--- src/rtl/game_pkg.sv ---
// Shared game definitions: controller state codes, tracker FSM states, point values
// and a saturating score adder.
package game_pkg;

  localparam logic [1:0] GS_START    = 2'b00;
  localparam logic [1:0] GS_LEVEL    = 2'b01;
  localparam logic [1:0] GS_GAMEOVER = 2'b10;
  localparam logic [1:0] GS_YOUWIN   = 2'b11;

  typedef enum logic [2:0] {
    IDLE,
    PLAY,
    POWER,
    DYING,
    WON,
    LOST
  } tracker_state_e;

  localparam int DEF_PELLET_PTS = 10;
  localparam int DEF_POWER_PTS  = 50;
  localparam int DEF_GHOST_PTS  = 200;
  localparam int GHOST_MULT_MAX = 3;

  // Score never wraps: anything past 16'hFFFF pins at 16'hFFFF.
  function automatic logic [15:0] sat_add16(input logic [15:0] a, input logic [17:0] b);
    logic [18:0] sum;
    sum = {3'b000, a} + {1'b0, b};
    return (sum > 19'h0FFFF) ? 16'hFFFF : sum[15:0];
  endfunction

endpackage

--- src/rtl/game_status_tracker_if.sv ---
// Event/status bundle between the sprite/collision side, the game controller
// and the status tracker.
interface game_status_tracker_if;
  logic [1:0]  game_state;
  logic        frame_tick;
  logic        pellet_eaten;
  logic        power_eaten;
  logic        ghost_hit;
  logic        Win;
  logic        loss;
  logic [15:0] score;
  logic [1:0]  lives;
  logic [8:0]  pellets_left;
  logic        power_mode;
  logic        respawn_req;

  modport master (
    output game_state, frame_tick, pellet_eaten, power_eaten, ghost_hit,
    input  Win, loss, score, lives, pellets_left, power_mode, respawn_req
  );

  modport slave (
    input  game_state, frame_tick, pellet_eaten, power_eaten, ghost_hit,
    output Win, loss, score, lives, pellets_left, power_mode, respawn_req
  );
endinterface

--- src/rtl/frame_countdown.sv ---
// Loadable frame down-counter shared by power mode and the death animation.
// done_o flags the frame_tick that brings (or finds) the count at zero.
module frame_countdown #(
  parameter int WIDTH = 9
) (
  input  logic             Clk,
  input  logic             reset,
  input  logic             clear_i,
  input  logic             load_i,
  input  logic [WIDTH-1:0] load_val_i,
  input  logic             tick_i,
  output logic             done_o
);

  logic [WIDTH-1:0] count_q;

  always_ff @(posedge Clk) begin
    if (reset || clear_i) begin
      count_q <= '0;
    end else if (load_i) begin
      count_q <= load_val_i;
    end else if (tick_i && (count_q != '0)) begin
      count_q <= count_q - WIDTH'(1);
    end
  end

  // Combinational so the owner can leave its state on the same edge the count hits zero.
  assign done_o = tick_i && (count_q <= WIDTH'(1));

endmodule

--- src/rtl/game_status_tracker.sv ---
// Turns per-frame gameplay events into score, lives, pellet count, power mode and
// death/respawn sequencing; reports Win/loss back to the game controller.
module game_status_tracker
  import game_pkg::*;
#(
  parameter int TOTAL_PELLETS = 244,
  parameter int START_LIVES   = 3,
  parameter int POWER_FRAMES  = 360,
  parameter int DEATH_FRAMES  = 90,
  parameter int PELLET_PTS    = DEF_PELLET_PTS,
  parameter int POWER_PTS     = DEF_POWER_PTS,
  parameter int GHOST_PTS     = DEF_GHOST_PTS
) (
  input  logic                  Clk,
  input  logic                  reset,
  game_status_tracker_if.slave  bus
);

  localparam logic [8:0] PELLETS_INIT = 9'(TOTAL_PELLETS);
  localparam logic [1:0] LIVES_INIT   = 2'(START_LIVES);
  localparam logic [8:0] POWER_LOAD   = 9'(POWER_FRAMES);
  localparam logic [8:0] DEATH_LOAD   = 9'(DEATH_FRAMES);

  tracker_state_e state_q, state_d;
  logic [15:0]    score_q, score_d;
  logic [1:0]     lives_q, lives_d;
  logic [8:0]     pellets_q, pellets_d;
  logic [1:0]     mult_q, mult_d;
  logic           win_q, loss_q, power_q;
  logic           respawn_q, respawn_d;

  logic           tmr_clear, tmr_load, tmr_done;
  logic [8:0]     tmr_val;

  logic [1:0]     eaten_cnt;
  logic           any_eat, maze_clear;
  logic [8:0]     pellets_after;
  logic [17:0]    eat_pts, ghost_pts;
  logic [1:0]     eff_mult, mult_bumped;
  logic [15:0]    score_eat, score_eat_ghost;

  // Pellet and power pellet in one cycle count as two pellets; never go below zero.
  assign eaten_cnt     = {1'b0, bus.pellet_eaten} + {1'b0, bus.power_eaten};
  assign any_eat       = |eaten_cnt;
  assign pellets_after = (pellets_q > {7'd0, eaten_cnt}) ? pellets_q - {7'd0, eaten_cnt} : 9'd0;
  assign maze_clear    = any_eat && (pellets_after == 9'd0);

  assign eat_pts = (bus.pellet_eaten ? 18'(PELLET_PTS) : 18'd0)
                 + (bus.power_eaten  ? 18'(POWER_PTS)  : 18'd0);

  // A power pellet eaten alongside a ghost restarts the chain before the ghost is scored.
  assign eff_mult        = bus.power_eaten ? 2'd0 : mult_q;
  assign mult_bumped     = (eff_mult == 2'(GHOST_MULT_MAX)) ? eff_mult : eff_mult + 2'd1;
  assign ghost_pts       = 18'(GHOST_PTS) << eff_mult;
  assign score_eat       = sat_add16(score_q, eat_pts);
  assign score_eat_ghost = sat_add16(score_q, eat_pts + ghost_pts);

  frame_countdown #(
    .WIDTH(9)
  ) u_frame_countdown (
    .Clk       (Clk),
    .reset     (reset),
    .clear_i   (tmr_clear),
    .load_i    (tmr_load),
    .load_val_i(tmr_val),
    .tick_i    (bus.frame_tick),
    .done_o    (tmr_done)
  );

  always_comb begin
    state_d   = state_q;
    score_d   = score_q;
    lives_d   = lives_q;
    pellets_d = pellets_q;
    mult_d    = mult_q;
    respawn_d = 1'b0;
    tmr_clear = 1'b0;
    tmr_load  = 1'b0;
    tmr_val   = POWER_LOAD;

    case (bus.game_state)
      GS_START: begin
        state_d   = IDLE;
        score_d   = '0;
        lives_d   = LIVES_INIT;
        pellets_d = PELLETS_INIT;
        mult_d    = '0;
        tmr_clear = 1'b1;
      end

      GS_GAMEOVER, GS_YOUWIN: begin
        if (state_q == PLAY || state_q == POWER || state_q == DYING) begin
          state_d = IDLE;
        end
      end

      GS_LEVEL: begin
        case (state_q)
          IDLE: state_d = PLAY;

          // A ghost hit here is resolved as a death even if a power pellet lands in
          // the same cycle: the overlap happened before power mode existed.
          PLAY: begin
            pellets_d = pellets_after;
            score_d   = score_eat;
            if (maze_clear) begin
              state_d = WON;
            end else if (bus.ghost_hit) begin
              lives_d  = (lives_q == 2'd0) ? 2'd0 : lives_q - 2'd1;
              tmr_load = 1'b1;
              tmr_val  = DEATH_LOAD;
              state_d  = DYING;
            end else if (bus.power_eaten) begin
              tmr_load = 1'b1;
              tmr_val  = POWER_LOAD;
              mult_d   = '0;
              state_d  = POWER;
            end
          end

          POWER: begin
            pellets_d = pellets_after;
            if (maze_clear) begin
              score_d = score_eat;
              state_d = WON;
            end else begin
              score_d = bus.ghost_hit ? score_eat_ghost : score_eat;
              mult_d  = bus.ghost_hit ? mult_bumped : eff_mult;
              if (bus.power_eaten) begin
                tmr_load = 1'b1;
                tmr_val  = POWER_LOAD;
              end else if (tmr_done) begin
                state_d = PLAY;
              end
            end
          end

          DYING: begin
            if (tmr_done) begin
              if (lives_q == 2'd0) begin
                state_d = LOST;
              end else begin
                state_d   = PLAY;
                respawn_d = 1'b1;
              end
            end
          end

          default: ;
        endcase
      end

      default: ;
    endcase
  end

  always_ff @(posedge Clk) begin
    if (reset) begin
      state_q   <= IDLE;
      score_q   <= '0;
      lives_q   <= LIVES_INIT;
      pellets_q <= PELLETS_INIT;
      mult_q    <= '0;
      win_q     <= 1'b0;
      loss_q    <= 1'b0;
      power_q   <= 1'b0;
      respawn_q <= 1'b0;
    end else begin
      state_q   <= state_d;
      score_q   <= score_d;
      lives_q   <= lives_d;
      pellets_q <= pellets_d;
      mult_q    <= mult_d;
      win_q     <= (state_d == WON);
      loss_q    <= (state_d == LOST);
      power_q   <= (state_d == POWER);
      respawn_q <= respawn_d;
    end
  end

  assign bus.Win          = win_q;
  assign bus.loss         = loss_q;
  assign bus.score        = score_q;
  assign bus.lives        = lives_q;
  assign bus.pellets_left = pellets_q;
  assign bus.power_mode   = power_q;
  assign bus.respawn_req  = respawn_q;

endmodule

--- src/flat_wrapper.sv ---
// flat-port wrapper written by rule: the top's interface ports become plain ports
module game_status_tracker_flat import game_pkg::*;
#(
  parameter int TOTAL_PELLETS = 244,
  parameter int START_LIVES   = 3,
  parameter int POWER_FRAMES  = 360,
  parameter int DEATH_FRAMES  = 90,
  parameter int PELLET_PTS    = DEF_PELLET_PTS,
  parameter int POWER_PTS     = DEF_POWER_PTS,
  parameter int GHOST_PTS     = DEF_GHOST_PTS
)
  (Clk, reset, bus_game_state, bus_frame_tick, bus_pellet_eaten, bus_power_eaten, bus_ghost_hit, bus_Win, bus_loss, bus_score, bus_lives, bus_pellets_left, bus_power_mode, bus_respawn_req);
  game_status_tracker_if bus_i ();
  input  logic Clk;
  input  logic reset;
  input wire logic [$bits(bus_i.game_state)-1:0] bus_game_state;
  input wire logic [$bits(bus_i.frame_tick)-1:0] bus_frame_tick;
  input wire logic [$bits(bus_i.pellet_eaten)-1:0] bus_pellet_eaten;
  input wire logic [$bits(bus_i.power_eaten)-1:0] bus_power_eaten;
  input wire logic [$bits(bus_i.ghost_hit)-1:0] bus_ghost_hit;
  output wire logic [$bits(bus_i.Win)-1:0] bus_Win;
  output wire logic [$bits(bus_i.loss)-1:0] bus_loss;
  output wire logic [$bits(bus_i.score)-1:0] bus_score;
  output wire logic [$bits(bus_i.lives)-1:0] bus_lives;
  output wire logic [$bits(bus_i.pellets_left)-1:0] bus_pellets_left;
  output wire logic [$bits(bus_i.power_mode)-1:0] bus_power_mode;
  output wire logic [$bits(bus_i.respawn_req)-1:0] bus_respawn_req;
  assign bus_i.game_state = bus_game_state;
  assign bus_i.frame_tick = bus_frame_tick;
  assign bus_i.pellet_eaten = bus_pellet_eaten;
  assign bus_i.power_eaten = bus_power_eaten;
  assign bus_i.ghost_hit = bus_ghost_hit;
  assign bus_Win = bus_i.Win;
  assign bus_loss = bus_i.loss;
  assign bus_score = bus_i.score;
  assign bus_lives = bus_i.lives;
  assign bus_pellets_left = bus_i.pellets_left;
  assign bus_power_mode = bus_i.power_mode;
  assign bus_respawn_req = bus_i.respawn_req;
  game_status_tracker #(.TOTAL_PELLETS(TOTAL_PELLETS), .START_LIVES(START_LIVES), .POWER_FRAMES(POWER_FRAMES), .DEATH_FRAMES(DEATH_FRAMES), .PELLET_PTS(PELLET_PTS), .POWER_PTS(POWER_PTS), .GHOST_PTS(GHOST_PTS)) u_core (.Clk(Clk), .reset(reset), .bus(bus_i));
endmodule
--- config.mk ---
export PLATFORM = sky130hd
export DESIGN_NAME = game_status_tracker_flat
export DESIGN_NICKNAME = d
export VERILOG_FILES = /design/src/rtl/game_pkg.sv /design/src/rtl/game_status_tracker_if.sv /design/src/rtl/frame_countdown.sv /design/src/rtl/game_status_tracker.sv /design/src/flat_wrapper.sv
export SDC_FILE = /design/constraint.sdc
export NUM_CORES = 1
export LEC_CHECK = 0
export ABC_CLOCK_PERIOD_IN_PS = 9700
export CORE_MARGIN = 8
export CORE_UTILIZATION = 45
export DETAILED_ROUTE_END_ITERATION = 8
export GPL_TIMING_DRIVEN = 0
export PLACE_DENSITY = 0.66
export SLEW_MARGIN = 20
export SYNTH_ARGS = -nofsm -noshare
export SYNTH_HDL_FRONTEND = slang
export SYNTH_SLANG_ARGS = --single-unit
--- constraint.sdc ---
create_clock -name Clk -period 9.7 [get_ports Clk]
set_input_delay 1.94 -clock Clk [delete_from_list [all_inputs] [get_ports Clk]]
set_output_delay 1.94 -clock Clk [all_outputs]
set_load 0.01 [all_outputs]
After elaboration in Yosys (flattened, before gate mapping)

Cells that the tools add are included.

Memory bits (read-only): 0
Memories: 0
Word-level logic and storage cells: 115
Output and inout port bits: 31
Register bits: 45
Bits in writable memories: 0
Latch bits: 0
Input port bits: 8

Muxes and demuxes: 49
Eq/ne operators: 18
Multiply operators: 0
Add/subtract/negate cells: 9
Reductions and logical operators: 21
Div/mod/pow operators: 0
$lt $le $gt $ge: 4
Shift operators: 1
Bitwise logic cells: 3

Operator list:

| cell                   | count |
|---|---|
| $mux W9                | 8 |
| $mux W16               | 4 |
| $pmux W16 S2           | 2 |
| $add A16 B18 Y19       | 2 |
| $gt A19 B16 Y1 const B | 2 |
| $add A18 B18 Y18       | 2 |
| $mux W3                | 9 |
| $mux W2                | 10 |
| $pmux W9 S2            | 1 |
| $shl A8 B2 Y18 const A | 1 |
| $pmux W2 S2            | 3 |
| $pmux W3 S4            | 1 |
| $eq A3 B2 Y1 const B   | 3 |
| $gt A9 B2 Y1           | 1 |
| $le A9 B1 Y1 const B   | 1 |
| $logic_not A9 Y1       | 1 |
| $ne A3 B3 Y1 const B   | 3 |
| $pmux W3 S3            | 1 |
| $reduce_bool A9 Y1     | 1 |
| $sub A9 B1 Y9 const B  | 1 |
| $sub A9 B2 Y9          | 1 |
| $mux W1                | 7 |
| $eq A2 B2 Y1 const B   | 3 |
| $eq A3 B3 Y1 const B   | 2 |
| other kinds (22)       | 35 |

Logic depth before layout (Yosys ltp)

Depth in word-level cells: 10
Depth in mapped cells: 16
Gate-level depth less buffers: 15

Cells and area by module

A second synthesis with hierarchy kept.

Cell total of the unflattened synthesis: 468
Area total of the unflattened synthesis: 3611.0 µm²

By module, submodules not included:

| module              | cells an instance | instances | area an instance (µm²) |
|---|---|---|---|
| game_status_tracker | 400               | 1         | 3054.2 |
| frame_countdown     | 68                | 1         | 556.8 |

Worst setup path before layout

Ideal clock, no wire load.

Path kind: input-to-reg
From: input port bus_power_eaten
To: register u_core.score_q[15], in the netlist u_core.bus.score[15]
Cell stages on the path: 14
Setup time: 0.130 ns
Required time: 9.570 ns
Data arrival time: 5.021 ns
Setup slack: 4.549 ns
Cells stage by stage: inv_1 -> ha_1 -> ha_1 -> inv_1 -> fa_1 -> or4_1 -> o21ai_2 -> o31ai_2 -> a2111o_4 -> o21ai_2 -> buf_4 -> or4b_1 -> nand3_1 -> nand4_1

Cells in the longest elaborated chain, start to end: 10
Elaborated cells on any way between the ends: 22
Classes of those cells: 6 x add/sub; 3 x order compare; 1 x shift; 9 x mux; 3 x reduce/logical

RTL lines:

| item                                                      | RTL line                                             | RTL |
|---|---|---|
| start: declaration                                        | flat_wrapper.sv:19                                   | `input wire logic [$bits(bus_i.power_eaten)-1:0] bus_power_eaten;` |
| $mux W6 / $mux W2 (equally long branches)                 | -                                                    |  |
| $add A18 B18 Y18 / $shl A8 B2 Y18 (equally long branches) | game_status_tracker.sv:49, game_status_tracker.sv:54 |  |
| $add A18 B18 Y18                                          | game_status_tracker.sv:56                            | `assign score_eat_ghost = sat_add16(score_q, eat_pts + ghost_pts);` |
| $add A16 B18 Y19                                          | game_pkg.sv:27                                       | `sum = {3'b000, a} + {1'b0, b};` |
| $gt A19 B16 Y1                                            | game_pkg.sv:28                                       | `return (sum > 19'h0FFFF) ? 16'hFFFF : sum[15:0];` |
| $mux W16                                                  | game_pkg.sv:28                                       |  |
| $mux W16                                                  | game_status_tracker.sv:127                           | `score_d = bus.ghost_hit ? score_eat_ghost : score_eat;` |
| $mux W16                                                  | game_status_tracker.sv:123                           | `if (maze_clear) begin` |
| $pmux W16 S2 (*)                                          | game_status_tracker.sv:98                            | `case (state_q)` |
| $pmux W16 S2 (*)                                          | game_status_tracker.sv:81                            | `case (bus.game_state)` |
| end signal: assignment                                    | game_status_tracker.sv:170                           | `score_q <= score_d;` |
| end: declaration                                          | game_status_tracker.sv:25                            | `logic [15:0] score_q, score_d;` |

Mark *: on every way between the ends. The rest lies on a longest branch, timed or not.
A chain may end at the register's enable or synchronous reset.

Worst setup path in the final report

From: input port bus_power_eaten
To: register u_core.score_q[9], in the netlist u_core.bus.score[9]

The elaborated chain is that of the path after synthesis.

==> impl_metrics.toml <==
[worst_setup_path]
slowest_stage = "clkdlybuf4s50_1"
critPathLaunchType = "primary input"
cpPeakStageDelay_ns = 0.75
path_cells = "clkdlybuf4s50_1 > inv_1 > ha_1 > ha_1 > inv_1 > fa_1 > or4_1 > o21ai_2 > o31ai_2 > a2111o_4 > o211ai_2 > buf_2 > o21ai_1 > o21ai_0 > o2bb2ai_1"
critPathLaunch = "bus_power_eaten"
cp_max_fo = 10
reg2reg_slack_ns = 5.94
cp_data_arrival_time_ns = 6.43
worstReg2RegEnd = "u_core.bus.score[6]"
cp-end-kind = "flip-flop"
regToRegStartpoint = "u_core.mult_q[1]"
r2r_cells = 15
critPathKind = "primary input to flip-flop"
cp.required_ns = 9.94
endpoint = "u_core.bus.score[9]"

[power]
p_leak_nw = 1.56
combPwrFrac_pct = 24.0
power.density_nw_per_um2 = 112
vdd.ir_drop.worst_mv = 0.0541
clock_power_share_pct = 32.3
power.switching_w = 0.000140
seq_power_share_pct = 43.7
swShare_pct = 30.1
internal_power_w = 0.000325

[final_layout]
antenna_cells = 0
area.growth.synth_to_final_pct = 17.4
layout.nets = 531
drive_gt1_share_pct = 6.63
final_area_um2 = 4140

[clock_network]
clkTransAtPathRegs_ns = 0.09
cts_tree = "done"
clkSinkCount = 45
root_buffer = "clkbuf_8"
clk_path_buf_depth = 2
cts_setup_buffers = 0
cts_resized = 0
numCtsBuffers = 5
htreeDepth = 2
cts_hold_buf = 0
clk_latency_ns = 0.30

[synthesis]
synth_fa_ha_area_share_pct = 9.64
synth_compound_gate_area_share_pct = 27.5
ys_seq_area_share_pct = 25.5
synthMuxAreaShare_pct = 0.886
synth_simple_gate_area_share_pct = 26.8
synth_top_cell_by_area = "dfxtp_1"
synth_xor_area_share_pct = 5.46
synth_top_cell_area_share_pct = 25.5
syn_area_um2 = 3530
synth_top_family_by_area = "compound AO/OA/AOI/OAI gates"
synthArstFlopShare_pct = 0
ys_types = 73
synth_nets = 487
yosys_register_bits = 45
syn_avg_cell_area_um2 = 7.79
synth_edf_count = 0
synth_cells = 453
synth-main-ff-cell = "dfxtp_1"
synthTopCellsByArea = "dfxtp_1 26%, ha_1 8.5%, nor2_1 6.4%"
yosys_warnings = 0

[job]
drv_cap = 0

[drt]
viasPerCell = 5.80
route.detailed.drc = 0
drt_first_pass_iters = 5
drt-initial-drc-count = 211
wirelength_mm = 9.79
vias = 3478
route.detailed.wl_per_inst_um = 16.3
ant_nets = 0

[die]
start_util_pct = 46.2
die-width_um = 105
num_rows = 32
die_h_um = 105
die-area_um2 = 10900
fp.coreArea_um2 = 7650
io_pins = 39

[place]
io_buffers = 37
gp_congestion = 0.910
place_area_um2 = 4030
dpl.hpwl_mm = 7.43

[grt]
grt_usage_pct = 18.1
grt_pass1_wl_mm = 16.7
antenna_found_initial = 0
overflow = 0
grt_max_degree = 14
grt_pass1_vias = 3439

[run_status]
status = "completed"

[worst_hold_path]
hp-class = "flip-flop to flip-flop"

[sta]
finalSetupViolCount = 0
period_share_pct = 63.9
skew_ns = 0.00595
maxSlewHeadroom_pct = 39.0
slew_viol_final = 0
rsz0062_at_grt = "no"
max_freq_ghz = 0.161
setup_tns_ns = 0
period_minus_slack_ns = 6.19
worstMarginPinSlew_ns = 0.913
final-hold-violation-count = 0
==> sequential cells by signal (all words and copies together) (netlist names) <==
name                              cells
u_core.bus.Win                        1
u_core.bus.lives                      2
u_core.bus.loss                       1
u_core.bus.pellets_left               9
u_core.bus.power_mode                 1
u_core.bus.respawn_req                1
u_core.bus.score                     16
u_core.mult_q                         2
u_core.state_q                        3
u_core.u_frame_countdown.count_q      9
==> placed cells by master, fill, tap and decap left out, types with 5 or more instances in the layout <==
| master | n |
|---|---|
| o31ai_1 | 7 |
| nand4_1 | 6 |
| o211ai_1 | 6 |
| and2_1 | 6 |
| a21oi_1 | 41 |
| o21ai_0 | 24 |
| ha_1 | 24 |
| xnor2_1 | 13 |
| or3_1 | 7 |
| nor2b_1 | 12 |
| nand2b_1 | 9 |
| xor2_1 | 9 |
| clkbuf_1 | 10 |
| clkbuf_8 | 6 |
| clkdlybuf4s50_1 | 37 |
| o21bai_1 | 8 |
| nand3_1 | 6 |
| nand2_1 | 35 |
| nor4_1 | 5 |
| inv_1 | 20 |
| nor3_1 | 8 |
| nor2_1 | 60 |
| dfxtp_1 | 45 |
| a31oi_1 | 5 |
==> layout make-up <==
| cell class | instances | area (µm²) |
|---|---|---|
| fillers | 735 | 3500 |
| repair buffers | 37 | 370 |
| well taps | 102 | 128 |
| multi-input cells | 373 | 2480 |
| plain buffers | 15 | 71.3 |
| flip-flops and latches | 45 | 901 |
| inverters | 20 | 75.1 |
| clock inverters | 1 | 30.0 |
| clock buffers | 7 | 86.3 |
==> cells in the mapped netlist (8+ instances only) <==
master,number
a21oi_1,41
clkbuf_1,9
dfxtp_1,45
ha_1,24
inv_1,20
nand2_1,35
nand2b_1,9
nor2_1,60
nor2b_1,12
nor3_1,8
o21ai_0,24
o21bai_1,8
xnor2_1,13
xor2_1,9
==> worst min-delay path by stage <==
stage | cells after the start | slack [ns] | end | from
2_1_floorplan | 2 | 0.48 | u_core.u_frame_countdown.count_q[7] | u_core.u_frame_countdown.count_q[7]
3_3_place_gp | 2 | 0.48 | u_core.bus.score[1] | u_core.bus.score[1]
3_5_place_dp | 2 | 0.48 | u_core.bus.score[1] | u_core.bus.score[1]
4_1_cts | 2 | 0.50 | u_core.bus.score[1] | u_core.bus.score[1]
5_1_grt | 2 | 0.53 | u_core.bus.score[0] | u_core.bus.score[0]
6_report | 2 | 0.49 | u_core.bus.score[1] | u_core.bus.score[1]
==> critical path, delay by kind of cell <==
| family | cells | cell delay [ns] |
|---|---|---|
| and+or+nand+nor | 1 | 0.53 |
| adders and majority gates | 3 | 1.01 |
| AOI/OAI and AO/OA | 7 | 1.60 |
| buffers and inverters | 4 | 1.33 |
==> metrics by stage <==
step	util (%)	total power (W)	cells	hold WS [ns]	setup slack (ns)
after floorplan	-	0.000289	453	0.480	4.55
final	54.2	0.000465	600	0.490	3.51
after global placement	52.7	0.000315	592	0.478	3.34
after global routing	54.2	0.000492	600	0.531	3.32
after CTS	54.2	0.000468	600	0.497	3.57
after detailed placement	52.7	0.000318	592	0.482	3.28
==> power groups by stage <==
| stage | sequential, W | clock [W] | combinational [W] |
|---|---|---|---|
| after floorplan | 0.000206 | 0 | 0.0000839 |
| after global placement | 0.000207 | 0 | 0.000108 |
| after detailed placement | 0.000207 | 0 | 0.000111 |
| after CTS | 0.000203 | 0.000154 | 0.000112 |
| after global routing | 0.000204 | 0.000162 | 0.000126 |
| final | 0.000203 | 0.000150 | 0.000112 |
==> routing by layer <==
layer / wire length (µm) / vias up / global-route usage [%]
met5: 0 / - / 0
met4: 123 / 0 / 5.89
met3: 437 / 11 / 2.70
met2: 4610 / 103 / 30.4
li1: - / 1737 / -
met1: 4620 / 1627 / 23.1
==> kinds of logic after synthesis <==
logic type,Yosys count
compound gates,142
fa+ha+maj,26
flops,45
simple gates,179
buf+inv,35
mux,3
other cells,1
xor+xnor,22
Note: power is estimated with default switching activity, not from simulation.
